===== src/rtl/hazard_scoreboard.sv =====
// ---------------------------------------------------------------------------
// hazard_scoreboard
//
// Hazard unit for the 5-stage (F/D/E/M/W) pipelined ARM core. It sits next to
// the controller and datapath and drives every stall, flush and forward select.
//   - Per-slot operand forwarding into E from M (ALUOutM) or W (ResultW).
//   - Load-use stall between a load in E and a consumer in D.
//   - PC-write-pending fetch stall and D flush.
//   - Variable-latency data-memory wait FSM (MemReqM/MemReadyM) with a
//     saturating wait counter and a sticky timeout flag.
//
// Parameters
//   REGW        register index width (index 15 is the PC)
//   NSRC        source operand slots per instruction
//   MEM_TIMEOUT wait cycles after which MemErr is raised (1..255)
//
// Ports
//   clk, reset              rising-edge clock, synchronous active-low reset
//   SrcRegD/SrcValidD       D-stage source indices and per-slot read enables
//   SrcRegE/SrcValidE       E-stage source indices and per-slot read enables
//   WA3E/M/W, RegWriteE/M/W destination index and write enable per stage
//   MemtoRegE               E-stage instruction is a load
//   PCSrcD/E/M/W            stage's instruction writes the PC
//   BranchTakenE            branch resolved taken in E
//   MemReqM, MemReadyM      data-memory request / completion in M
//   ForwardE                2 bits per slot: 00 regfile, 10 ALUOutM, 01 ResultW
//   StallF/D/E/M            hold the pipeline register feeding that stage
//   FlushD/E/W              load a bubble into that stage
//   MemWaitCnt              cycles spent in the current wait (saturates at 255)
//   MemErr                  sticky memory timeout flag
//
// Optional build macro HAZ_PERF_EN adds 32-bit wrapping performance counters
// LdStallCnt, MemStallCnt and FlushCnt.
// ---------------------------------------------------------------------------
module hazard_scoreboard #(
  parameter int REGW        = 4,
  parameter int NSRC        = 3,
  parameter int MEM_TIMEOUT = 64
) (
  input  logic                 clk,
  input  logic                 reset,
  input  logic [NSRC*REGW-1:0] SrcRegD,
  input  logic [NSRC-1:0]      SrcValidD,
  input  logic [NSRC*REGW-1:0] SrcRegE,
  input  logic [NSRC-1:0]      SrcValidE,
  input  logic [REGW-1:0]      WA3E,
  input  logic [REGW-1:0]      WA3M,
  input  logic [REGW-1:0]      WA3W,
  input  logic                 RegWriteE,
  input  logic                 RegWriteM,
  input  logic                 RegWriteW,
  input  logic                 MemtoRegE,
  input  logic                 PCSrcD,
  input  logic                 PCSrcE,
  input  logic                 PCSrcM,
  input  logic                 PCSrcW,
  input  logic                 BranchTakenE,
  input  logic                 MemReqM,
  input  logic                 MemReadyM,
  output logic [2*NSRC-1:0]    ForwardE,
  output logic                 StallF,
  output logic                 StallD,
  output logic                 StallE,
  output logic                 StallM,
  output logic                 FlushD,
  output logic                 FlushE,
  output logic                 FlushW,
  output logic [7:0]           MemWaitCnt,
  output logic                 MemErr
`ifdef HAZ_PERF_EN
  ,
  output logic [31:0]          LdStallCnt,
  output logic [31:0]          MemStallCnt,
  output logic [31:0]          FlushCnt
`endif
);

  localparam logic [REGW-1:0] PC_IDX  = REGW'(15);
  localparam logic [7:0]      TO_LAST = 8'(MEM_TIMEOUT - 1);

  typedef enum logic {
    S_IDLE,
    S_WAIT
  } state_t;

  state_t state_q, state_d;
  logic   mem_wait;
  logic   ld_stall;
  logic   pc_wr_pend;
  logic   timeout_hit;
  logic   mem_err_q;

  // -------------------------------------------------------------------------
  // Forwarding into E. M is checked first so the youngest producer wins.
  // -------------------------------------------------------------------------
  always_comb begin
    // NOTE: every always_comb output gets a default before any branch so no
    // path leaves it unassigned, which would infer a latch.
    ForwardE = '0;
    for (int i = 0; i < NSRC; i++) begin
      if (SrcValidE[i] && RegWriteM && (WA3M != PC_IDX) &&
          (WA3M == SrcRegE[i*REGW +: REGW])) begin
        ForwardE[2*i +: 2] = 2'b10;
      end else if (SrcValidE[i] && RegWriteW && (WA3W != PC_IDX) &&
                   (WA3W == SrcRegE[i*REGW +: REGW])) begin
        ForwardE[2*i +: 2] = 2'b01;
      end
    end
  end

  // -------------------------------------------------------------------------
  // Load-use detection: a load in E whose target is read by any valid D slot.
  // -------------------------------------------------------------------------
  always_comb begin
    ld_stall = 1'b0;
    if (MemtoRegE && RegWriteE && (WA3E != PC_IDX)) begin
      for (int i = 0; i < NSRC; i++) begin
        if (SrcValidD[i] && (SrcRegD[i*REGW +: REGW] == WA3E)) begin
          ld_stall = 1'b1;
        end
      end
    end
  end

  assign pc_wr_pend = PCSrcD | PCSrcE | PCSrcM;

  // -------------------------------------------------------------------------
  // Memory-wait FSM. mem_wait is decoded combinationally from the current
  // state and the handshake so a miss stalls in the very cycle it appears.
  // -------------------------------------------------------------------------
  always_comb begin
    state_d  = state_q;
    mem_wait = 1'b0;
    unique case (state_q)
      S_IDLE: begin
        if (MemReqM && !MemReadyM) begin
          state_d  = S_WAIT;
          mem_wait = 1'b1;
        end
      end
      S_WAIT: begin
        if (MemReadyM) state_d = S_IDLE;
        else           mem_wait = 1'b1;
      end
      default: state_d = S_IDLE;
    endcase
    // Reset wins over a pending miss so no stall is requested during reset.
    if (!reset) begin
      state_d  = S_IDLE;
      mem_wait = 1'b0;
    end
  end

  assign timeout_hit = mem_wait && (MemWaitCnt == TO_LAST);

  always_ff @(posedge clk) begin
    // NOTE: sequential state uses non-blocking assignments so every register
    // samples pre-edge values regardless of statement order.
    if (!reset) begin
      state_q    <= S_IDLE;
      MemWaitCnt <= '0;
      mem_err_q  <= 1'b0;
    end else begin
      state_q <= state_d;
      // mem_wait=0 means either an idle cycle (count already 0) or the cycle
      // the FSM returns to IDLE, so clearing here covers both.
      if (!mem_wait)                MemWaitCnt <= '0;
      else if (MemWaitCnt != 8'hFF) MemWaitCnt <= MemWaitCnt + 8'd1;
      if (timeout_hit) mem_err_q <= 1'b1;
    end
  end

  // The flag is visible in the same cycle the count reaches the limit and
  // then held by the register until reset.
  assign MemErr = reset & (mem_err_q | timeout_hit);

  // -------------------------------------------------------------------------
  // Stall / flush outputs. A memory wait freezes E and D instead of flushing
  // them, so a taken branch or load-use bubble is deferred until it ends.
  // -------------------------------------------------------------------------
  assign StallM = mem_wait;
  assign StallE = mem_wait;
  assign StallD = reset & (mem_wait | ld_stall);
  assign StallF = reset & (mem_wait | ld_stall | pc_wr_pend);
  assign FlushW = ~reset | mem_wait;
  assign FlushE = ~reset | (~mem_wait & (ld_stall | BranchTakenE));
  assign FlushD = ~reset | (~mem_wait & (pc_wr_pend | PCSrcW | BranchTakenE));

`ifdef HAZ_PERF_EN
  always_ff @(posedge clk) begin
    if (!reset) begin
      LdStallCnt  <= '0;
      MemStallCnt <= '0;
      FlushCnt    <= '0;
    end else begin
      if (ld_stall && !mem_wait) LdStallCnt  <= LdStallCnt + 32'd1;
      if (mem_wait)              MemStallCnt <= MemStallCnt + 32'd1;
      if (FlushD || FlushE)      FlushCnt    <= FlushCnt + 32'd1;
    end
  end
`endif

endmodule

===== config.mk =====
export PLATFORM = sky130hd
export DESIGN_NAME = hazard_scoreboard
export DESIGN_NICKNAME = d
export VERILOG_FILES = /design/src/rtl/hazard_scoreboard.sv
export SDC_FILE = /design/constraint.sdc
export NUM_CORES = 1
export LEC_CHECK = 0
export ABC_AREA = 1
export BUFFER_PORTS_ARGS = -buffer_cell sky130_fd_sc_hd__clkbuf_2
export CAP_MARGIN = 15
export CORE_AREA = 4 4 55 57
export DETAILED_ROUTE_END_ITERATION = 8
export DIE_AREA = 0 0 59 61
export PLACE_DENSITY = 0.83
export SYNTH_ARGS = -nofsm -noshare
export SYNTH_HDL_FRONTEND = slang
export SYNTH_SLANG_ARGS = --single-unit

===== constraint.sdc =====
create_clock -name clk -period 2.9 [get_ports clk]
set_clock_uncertainty 0.05 [all_clocks]
set_input_delay 0.87 -clock clk [delete_from_list [all_inputs] [get_ports clk]]
set_output_delay 0.87 -clock clk [all_outputs]
set_load 0.05 [all_outputs]

==> key figures <==
Run status
  – Status: finished, violations left
  – Failing checks: setup timing

STA
  – # setup viols final: 2
  – Final hold vios: 0
  – Fin Hold WS: 0.473 ns
  – Min cycle time layout: 2.93 ns
  – RSZ-0062 raised after global routing: true
  – Worst rel slew slack: 72.7%
  – Post-route worst setup slack: -0.0281 ns
  – Worst-margin pin slew: 0.406 ns
  – Final Cycle Share: 101%
  – Fmax: 0.342 GHz
  – Max Slew Vio Count: 0

Synth
  – Async S/R FF share, synth: 0%
  – Share of Yosys cell area claimed by the top area cell type: 18.3%
  – Synth top area cells: dfxtp_1 18%, nand2_1 17%, nor2_1 11%
  – Yosys cell types: 30
  – Synth warnings: 0
  – Count leader, synth: nand2_1
  – Post-synth top cells: 49 x nand2_1, 31 x nor2_1, 26 x inv_1
  – Synth area leader: dfxtp_1
  – Synth Cell Area: 0.00109 sq mm
  – Syn nets: 246
  – Syn_area_per_cell: 5.76 sq um
  – EDFF count, synth: 0
  – Post-synth top flop: dfxtp_1
  – Post-synthesis sequential area ratio: 18.3%
  – Yosys reg bits: 10
  – Cells after Synth: 190

Floorplan
  – Core area: 0.00248 sq mm
  – Chip Width: 59 microns
  – Die extent in y: 61 microns
  – IO Pins: 77
  – Initial core utilization: 44.1%
  – Row count: 18
  – Die area: 0.00360 sq mm

Layout
  – Area growth, synth to finish: 63.8%
  – Post-Layout Inst Area: 0.00179 sq mm
  – Nets: 335
  – Finished Layout Cells: 308
  – Share of cells above drive strength 1: 41.0%
  – Ant. Diodes: 0

Setup path
  – Cell Chain, Critical Path: buf_8, nand4_1, buf_4, o2111ai_4, nor4_4, clkbuf_8
  – Crit. End Element: output port
  – Crit Path Class: in2out
  – Worst endpoint required time: 1.98 ns
  – Startpoint Class: input pin
  – Worst path bufs/invs: 3
  – Crit-path slowest cell: nor4_4
  – Crit-path max cell delay: 0.39 ns
  – Arrival @ worst endpoint: 2.01 ns
  – Largest fanout on the critical path: 4
  – Delay-heaviest family, CP: simple AND/OR/NAND/NOR gates

Detailed routing
  – DRC violations left: 0
  – Via count: 1560
  – Wirelength per Cell: 11.9 microns
  – Via/cell ratio: 5.06
  – Detailed Route Iter0 Violations: 93
  – Routed Antenna Nets: 0
  – DRT Pass-1 Iters: 4
  – Drt total wl: 3.66 mm

Global routing
  – Largest net degree at the start of global routing: 8
  – Vias in the first global route: 1459
  – GRT Util Overall: 20.9%
  – Gr ovfl total: 0
  – First-pass GRT wire length: 5.95 mm
  – Antenna violations before repair: 0

Clock network
  – Root buf cell: clkbuf_4
  – CTS buffer count: 3
  – H-Tree Depth: 1
  – Hold buffer count at cts: 0
  – Clock Path Buffers: 2
  – CTS tree: yes
  – CTS clock-pin slew for the worst setup and hold paths: 0.07 ns
  – # clock sinks: 10
  – Worst skew pair latency: 0.27 ns

Pwr
  – Power Dens Cells: 261 mW/mm^2
  – Pleak: 0.937 nW
  – VDD IR-drop max: 271 uV

Placed design
  – Placed inst area: 0.00165 sq mm
  – Detailed Place HPWL: 3.10 mm
  – Routability congestion estimate: 0.975
  – Placed Cells: 301
  – Buffers added on ports: 76

Job
  – Number of max-cap violations: 0

Worst hold path
  – Worst min path class: reg2reg
==> sequential cells by signal (all words and copies together) (netlist names) <==
name        count
MemWaitCnt      8
mem_err_q       1
state_q         1
==> stage by stage <==
stage	TNS [ns]	worst slack [ns]	util [%]	power, mW
final	-0.0290	-0.0281	72.3	0.467
after global routing	-0.178	-0.0722	72.3	0.499
after CTS	0	0.000420	68.9	0.456
after detailed placement	-0.252	-0.0607	66.4	0.327
after global placement	-0.189	-0.0712	66.4	0.326
after floorplan	-0.296	-0.0924	-	0.250
==> metal layers <==
layer | part of all wire [%] | track usage [%]
met1 | 39 | 24.1
met2 | 51 | 40.7
met3 | 9.2 | 4.26
met4 | 0.63 | 1.94
met5 | 0 | 0
==> worst reg2reg max path, cell delays in order, from the launching register on <==
cell and delay, ns:
dfxtp_1 0.41, ha_1 0.32, nand4_4 0.17, clkinv_2 0.11, nor2_1 0.06, o21ai_1 0.11
a21oi_1 0.05
==> cell type report <==
class | count | area [sq um]
clock buffers | 4 | 36.3
flip-flops and latches | 10 | 200
well taps | 30 | 37.5
multi-input cells | 150 | 877
fillers | 212 | 686
inverters | 29 | 114
repair buffers | 85 | 527
==> layout by cell type (no fill, tap or decap), types with 6 or more instances in the layout <==
master	n
buf_4	13
nand3_1	6
nand4_1	6
a21oi_1	9
xnor2_1	6
o21ai_0	6
dfxtp_1	10
clkbuf_2	63
inv_1	23
nand2_1	47
nor2_1	27
==> logic make-up (layout without fill, tap and decap cells) <==
kind of cell / Yosys count / after routing / synth area share, %
buf+inv: 30 / 118 / 10.8
fa+ha+maj: 1 / 1 / 1.14
xor+xnor: 9 / 9 / 7.21
compound gates: 35 / 35 / 19.0
flops: 10 / 10 / 18.3
simple gates: 105 / 105 / 43.6
==> what timing repair did <==
item,CTS,global route
setup buffers,0,3
resized for setup,8,33
pin swaps,2,7
endpoints found under the setup margin,6,10
==> where the power goes <==
group          leakage (nW)  switching (mW)  total, mW  internal, mW
logic                 0.835           0.118      0.201        0.0824
registers            0.0809         0.00144      0.140         0.139
clock network        0.0210          0.0502      0.126        0.0763
total                 0.937           0.170      0.467         0.298
==> worst paths after layout <==
| check | from | endpoint | slack [ns] | depth (start not counted) |
|---|---|---|---|---|
| max | WA3M[3] | ForwardE[3] | -0.03 | 6 |
| min reg2reg | MemWaitCnt[3]$_SDFFE_PN0P_ | MemWaitCnt[3]$_SDFFE_PN0P_ | 0.47 | 1 |
| max reg2reg | MemWaitCnt[0]$_SDFFE_PN0P_ | MemWaitCnt[3]$_SDFFE_PN0P_ | 1.52 | 6 |
| min | MemWaitCnt[3]$_SDFFE_PN0P_ | MemWaitCnt[3]$_SDFFE_PN0P_ | 0.47 | 1 |
Note: power is estimated with default switching activity, not from simulation.
